### config.mk
export PLATFORM = sky130hd
export DESIGN_NAME = forward_sb
export DESIGN_NICKNAME = d
export VERILOG_FILES = /design/src/rtl/forward_sb.sv
export SDC_FILE = /design/constraint.sdc
export NUM_CORES = 1
export LEC_CHECK = 0
export CAP_MARGIN = 40
export CORE_MARGIN = 2
export CORE_UTILIZATION = 25
export CTS_CLUSTER_SIZE = 20
export DETAILED_ROUTE_END_ITERATION = 8
export GPL_TIMING_DRIVEN = 0
export PLACE_DENSITY_LB_ADDON = 0.15
export SLEW_MARGIN = 25
export SYNTH_ARGS = -nofsm -noshare
export SYNTH_HDL_FRONTEND = slang
export SYNTH_SLANG_ARGS = --single-unit
### constraint.sdc
create_clock -name clk -period 4.1 [get_ports clk]
set_input_delay 0.82 -clock clk [delete_from_list [all_inputs] [get_ports clk]]
set_output_delay 0.82 -clock clk [all_outputs]
set_load 0.005 [all_outputs]
### src/rtl/forward_sb.sv
// forward_sb: operand forwarding scoreboard over STAGES x LANES in-flight producers.
// Optional FORWARD_SB_STATS_EN adds saturating stat_fwd/stat_stall counters.
module forward_sb #(
  parameter int LANES  = 2,
  parameter int STAGES = 2,
  parameter int XLEN   = 32
) (
  input  logic                          clk,
  input  logic                          rst,
  input  logic [LANES-1:0]              iss_valid,
  input  logic [LANES*10-1:0]           iss_src,
  input  logic [LANES*5-1:0]            iss_rd,
  input  logic [LANES-1:0]              iss_wen,
  input  logic [LANES*2*XLEN-1:0]       rf_data,
  input  logic [STAGES*LANES*XLEN-1:0]  stg_data,
  input  logic [STAGES*LANES-1:0]       stg_rdy,
  input  logic                          hold_in,
  input  logic                          flush,
  output logic [LANES*2*XLEN-1:0]       src_data,
`ifdef FORWARD_SB_STATS_EN
  output logic [31:0]                   stat_fwd,
  output logic [31:0]                   stat_stall,
`endif
  output logic                          stall_out
);
  logic [LANES-1:0] t_valid [STAGES];
  logic [LANES-1:0] t_wen [STAGES];
  logic [4:0]       t_rd [STAGES][LANES];
  logic [4:0]       src;
  logic             hit, hit_rdy, stall_raw;
  logic [XLEN-1:0]  hit_data;
  logic [3:0]       fwd_cnt;
  // Scan oldest row first and lanes ascending so the last match is the youngest producer.
  always_comb begin
    src_data  = rf_data;
    stall_raw = 1'b0;
    fwd_cnt   = '0;
    src       = '0;
    hit       = 1'b0;
    hit_rdy   = 1'b0;
    hit_data  = '0;
    for (int l = 0; l < LANES; l++) begin
      for (int o = 0; o < 2; o++) begin
        src      = iss_src[(l*2+o)*5+:5];
        hit      = 1'b0;
        hit_rdy  = 1'b0;
        hit_data = '0;
        for (int s = STAGES-1; s >= 0; s--)
          for (int k = 0; k < LANES; k++)
            if (t_valid[s][k] && t_wen[s][k] && t_rd[s][k] == src) begin
              hit      = 1'b1;
              hit_rdy  = stg_rdy[s*LANES+k];
              hit_data = stg_data[(s*LANES+k)*XLEN+:XLEN];
            end
        if (src != 5'd0 && hit) begin
          if (hit_rdy) begin
            src_data[(l*2+o)*XLEN+:XLEN] = hit_data;
            fwd_cnt = fwd_cnt + {3'd0, iss_valid[l]};
          end else if (iss_valid[l])
            stall_raw = 1'b1;
        end
        for (int i = 0; i < l; i++)
          if (iss_valid[l] && iss_valid[i] && iss_wen[i] && src != 5'd0 && iss_rd[i*5+:5] == src)
            stall_raw = 1'b1;
      end
    end
    stall_out = stall_raw | hold_in;
  end
  always_ff @(posedge clk) begin
    if (rst || flush) begin
      for (int s = 0; s < STAGES; s++) t_valid[s] <= '0;
    end else if (!hold_in) begin
      t_valid[0] <= stall_out ? '0 : iss_valid;
      for (int l = 0; l < LANES; l++) begin
        t_wen[0][l] <= iss_wen[l] && (iss_rd[l*5+:5] != 5'd0);
        t_rd[0][l]  <= iss_rd[l*5+:5];
      end
      for (int s = 1; s < STAGES; s++) begin
        t_valid[s] <= t_valid[s-1];
        t_wen[s]   <= t_wen[s-1];
        t_rd[s]    <= t_rd[s-1];
      end
    end
  end
`ifdef FORWARD_SB_STATS_EN
  logic [32:0] fwd_sum;
  assign fwd_sum = {1'b0, stat_fwd} + {29'd0, fwd_cnt};
  always_ff @(posedge clk) begin
    if (rst) begin
      stat_fwd   <= '0;
      stat_stall <= '0;
    end else begin
      if (!stall_out) stat_fwd <= fwd_sum[32] ? 32'hFFFF_FFFF : fwd_sum[31:0];
      if (stall_out && !hold_in && stat_stall != 32'hFFFF_FFFF) stat_stall <= stat_stall + 32'd1;
    end
  end
`else
  logic unused_fwd;
  assign unused_fwd = ^fwd_cnt;
`endif
endmodule

== Word-level counts from Yosys, hierarchy flattened ==
Memory sizes are Yosys's and may differ from the RTL's.
Cells that the tools add are included.

* Register bits: 0
* Bits in writable memories: 28
* Bits of input ports: 298
* Output and inout port bits: 129
* Word-level logic and storage cells: 141
* Memories: 3

{| class="wikitable"
|+ Memories
! name !! words !! width !! read ports !! clocked after memory_dff !! wr ports !! RTL line !! text
|-
| t_rd || 2 || 10 || 2 || 0 || 2 || 28 || <nowiki>logic [4:0] t_rd [STAGES][LANES];</nowiki>
|-
| t_valid || 2 || 2 || 2 || 0 || 2 || 26 || <nowiki>logic [LANES-1:0] t_valid [STAGES];</nowiki>
|-
| t_wen || 2 || 2 || 2 || 0 || 2 || 27 || <nowiki>logic [LANES-1:0] t_wen [STAGES];</nowiki>
|}

* Equality and inequality tests: 18
* Mux-type cells: 78
* Bitwise logic cells: 3
* Reductions and logical operators: 39

{| class="wikitable"
|+ Operator list
! kind !! count
|-
| $mux 32 || 24
|-
| $eq 5x5->1 || 18
|-
| $mux 1 || 51
|-
| $logic_and 1x1->1 || 32
|-
| $reduce_bool 5->1 || 6
|-
| $mux 2 || 3
|-
| $or 1x1->1 || 3
|-
| $logic_or 1x1->1 || 1
|}

== Logic depth before layout (Yosys ltp) ==
* Depth after elaboration: 22
* Mapped depth: 11
* Gate-level depth less buffers: 7

== Least setup slack after synthesis ==
Ideal clock, no wire load.

* Path type: input port to output port
* Start point: in iss_src[14]
* End point: out src_data[65]
* Data arrival time: 2782 ps
* Required time: 3280 ps
* Setup slack: 498 ps
* Cell stages on the path: 9
* Buffers on the path: 2
* Cells stage by stage: buf_2 > xnor2_1 > nand3_1 > or3_1 > o311ai_2 > a22oi_2 > nor3_4 > buf_6 > mux2_1

* Word-level cells in the longest chain between the ends: 8
* Elaborated cells on any way between the ends: 24
* Those cells by class: 4 x eq/ne; 14 x mux; 6 x reduce/logical

{| class="wikitable"
|+ RTL lines
! element !! RTL line !! text
|-
| from (decl) || 11 || <nowiki>input logic [LANES*10-1:0] iss_src,</nowiki>
|-
| $eq 5x5->1 || 50 || <nowiki>if (t_valid[s][k] && t_wen[s][k] && t_rd[s][k] == src) begin</nowiki>
|-
| $logic_and 1x1->1 || 50 ||
|-
| $mux 32 / $mux 1 (equally long branches) (4 in a row) || 50 ||
|-
| $mux 32 / $logic_and 1x1->1 (equally long branches) || 56, 55 ||
|-
| $mux 32 * || 55 || <nowiki>if (src != 5'd0 && hit) begin</nowiki>
|-
| to (decl) || 19 || <nowiki>output logic [LANES*2*XLEN-1:0] src_data,</nowiki>
|}

Mark *: on every way between the ends. The rest lies on a longest branch, timed or not.

== Final worst setup path ==
* Start point: in stg_rdy[2]
* End point: out src_data[105]

* Word-level cells in the longest chain between the ends: 6

{| class="wikitable"
|+ RTL lines
! element !! RTL line !! text
|-
| from (decl) || 16 || <nowiki>input logic [STAGES*LANES-1:0] stg_rdy,</nowiki>
|-
| $mux 1 (4 in a row) || 50 ||
|-
| $mux 32 || 56 || <nowiki>if (hit_rdy) begin</nowiki>
|-
| $mux 32 || 55 ||
|}

No other way between the ends.

==> flow_summary.yaml <==
synthesis:
  ys_seq_elements: 28
  syn-num-nets: 1327
  syn-cell-area_mm2: 0.00763
  syn_area_per_cell_um2: 7.41
  async_flop_share_pct: 0
  synth_seq_area_share_pct: 11.0
  synth_cells: 1029
  synth_top_flop_cell: "edfxtp_1"
  yosys_warnings: 0
  synth_edf_count: 28
  ys_types: 51
detailed_routing:
  via_count: 10600
  firstDrtPassIters: 5
  drt-vias-per-instance: 5.63
  drt-initial-drc-count: 820
  detail_route.wl_per_cell_um: 24.8
  antenna_left: 0
  wl_um: 46900
  drc: 0
placed_design:
  portBuffers: 406
  placed_cells: 1828
  hpwl_um: 34700
  dp_slack_ns: -0.901
  gp_congestion: 0.868
final_layout:
  layout_common_cells: "clkdlybuf4s50_1, nand2_1, nor2_1"
  layout_commonest_cell: "clkdlybuf4s50_1"
  final_core_util_pct: 45.9
  area_growth_pct: 79.9
  fin_nets: 1798
  drive_above_1_share_pct: 22.5
  multi_input_area_mm2: 0.00673
  nFillCells: 3019
  regArea_um2: 841
  finalNonFillerCells: 1892
sta:
  slew_headroom_pct: 55.9
  min_period_ns: 4.13
  fin_ws_ns: -0.0339
  rsz0062_at_grt: "true"
  report.final.slew_viol_count: 0
  max_slew.worst_pin.slew_ns: 0.662
  hold_violations: 0
  clock.fmax_mhz: 242
  fin_crit_sh_pct: 101
  finalSetupViolCount: 1
  clock-skew-final_ns: 0.00364
worst_setup_path:
  critPathSlowestCell: "a211o_4"
  worst-endpoint-arrival_ns: 3.31
  crit_type: "in2out"
  startpoint_type: "input port"
  critical_path.cell_chain: "clkdlybuf4s15_2 > nand3_4 > or3_1 > o211ai_2 > o211ai_1 > a211o_4 > buf_12 > mux2_2 > clkdlybuf4s50_1"
  critPathMaxStageDelay_ns: 0.45
  critPathMaxFanout: 6
  cp.required_ns: 3.28
  end_kind: "output pin"
grt:
  busiest_layer: "met2"
  use_met3_pct: 4.56
  grt_pass1_wl_um: 65700
  grtUsageMet1_pct: 34.8
  antenna_found_initial: 1
  grt_use_met2_pct: 47.6
  grt_max_degree: 17
  grt.overflow.total: 0
  grt_use_total_pct: 27.3
  grt_pass1_vias: 10500
clock_network:
  cts-root-buf: "clkbuf_16"
  cts_tree: "done"
  cts_buffers: 3
  clock_latency_ns: 0.26
  ctsHoldBuffers: 0
  cts_buffer_depth: 2
  clkTransAtPathRegs_ns: 0.07
  clkSinkCount: 28
  h-tree-depth: 1
power_and_ir_drop:
  p_leak_nw: 5.43
  worst_ir_drop_vdd_v: 0.000185
  p_per_area_mw_per_mm2: 95.9
run:
  maxCapViolCount: 0
die:
  core_area_mm2: 0.0299
  pin_count: 427
  dieWidth_um: 179
  rows: 63
  dieHeight_um: 179
  initial_core_util_pct: 25.5
  dieArea_mm2: 0.0319
hold_path:
  hold_path.class: "reg2reg"
outcome:
  violations: "setup timing"
  status: "complete, but fails checks"
[repair_timing]
action | 4_1_cts | 5_1_grt
setup buffers | 43 | 12
pin swaps | 29 | 22
endpoints found under the hold margin | 0 | 0
gates cloned | 5 | 2
setup endpoints to repair | 129 | 123
resized for setup | 352 | 98
[per-layer routing]
metal / vias to the layer above / part of all wire (%)
li1: 4842 / -
met1: 5096 / 40
met2: 636 / 48
met3: 69 / 8.9
met4: 2 / 2.6
met5: - / 0.028
[per-stage QoR]
step	TNS (ns)	cell area, um^2	hold slack [ns]	power (mW)
after CTS	-0.194	13400	0.457	1.31
final	-0.0339	13700	0.453	1.32
after global routing	-0.760	13700	0.463	1.38
after detailed placement	-69.41	12200	0.441	1.04
after floorplan	0	7630	0.421	0.532
after global placement	-83.25	12200	0.430	1.03
[logic make-up (layout without fill, tap and decap cells)]
| logic type | count (synthesis) | count (layout) | share of synthesized area (%) |
|---|---|---|---|
| AO/OA/AOI/OAI | 337 | 337 | 32.4 |
| XOR/XNOR | 86 | 86 | 9.88 |
| buffers and inverters | 129 | 599 | 8.19 |
| flip-flops | 28 | 28 | 11.0 |
| multiplexers | 130 | 130 | 20.1 |
| other | 0 | 3 | 0 |
| AND/OR/NAND/NOR | 319 | 319 | 18.3 |
[flip-flops by register name, summed over array words and instances (netlist names)]
name     count
t_valid      4
t_wen        4
t_rd        20
[final timing paths]
path                            depth (start not counted)  slack [ns]                           to                  start
worst max-delay path                                    9       -0.03                src_data[105]             stg_rdy[2]
worst min-delay path                                    0        0.45        t_rd[0][13]$_DFFE_PP_   t_rd[0][3]$_DFFE_PP_
worst max register to register                         10        1.44  t_valid[0][0]$_SDFFCE_PP0P_  t_rd[0][18]$_DFFE_PP_
worst min register to register                          0        0.45        t_rd[0][13]$_DFFE_PP_   t_rd[0][3]$_DFFE_PP_
[cell usage after synthesis (2+ instances only)]
cell type	count	share of area (%)
or4_1	7	0.69
mux2_4	20	3.9
nand2b_1	2	0.16
mux2_2	39	5.8
o31ai_1	97	9.5
nor3_1	10	0.66
mux2_1	69	10
o211ai_2	2	0.33
a221oi_1	104	12
o221a_2	2	0.30
nor4_1	10	0.82
xnor2_1	43	4.9
o221ai_1	2	0.23
nand4_1	10	0.82
mux2i_1	2	0.26
or3_1	6	0.49
xor2_1	43	4.9
clkbuf_2	3	0.20
o21ai_0	64	4.2
and3_1	6	0.49
and3b_1	2	0.23
clkbuf_1	72	3.5
and2_1	4	0.33
inv_1	6	0.30
buf_6	12	1.8
nand2_1	139	6.8
a21o_1	27	2.7
edfxtp_1	28	11
a21oi_1	27	1.8
nor2_1	108	5.3
o21a_1	2	0.20
nand3_1	8	0.53
nor4_2	2	0.33
buf_2	34	2.2
[cell type report]
type / instances / share of cell area (%)
Multi-Input combinational cell: 872 / 49.1
Timing Repair Buffer: 471 / 33.4
Buffer: 118 / 6.86
Sequential cell: 28 / 6.13
Tap cell: 390 / 3.56
Clock buffer: 3 / 0.547
Clock inverter: 1 / 0.219
Inverter: 6 / 0.164
Antenna cell: 3 / 0.0547
[power breakdown]
group / leakage, nW / switching, mW / internal, mW / total (mW)
logic: 5.11 / 0.272 / 0.422 / 0.694
clock network: 0.0511 / 0.0892 / 0.194 / 0.283
registers: 0.267 / 0.0122 / 0.326 / 0.338
total: 5.43 / 0.373 / 0.942 / 1.32
[worst max-delay path: cells and delay by family]
| kind | cells | cell delay, ns |
|---|---|---|
| and+or+nand+nor | 2 | 0.56 |
| AOI/OAI and AO/OA | 3 | 0.76 |
| muxes | 1 | 0.28 |
| buffers and inverters | 3 | 0.87 |
Power figures use the tool's default switching activity.
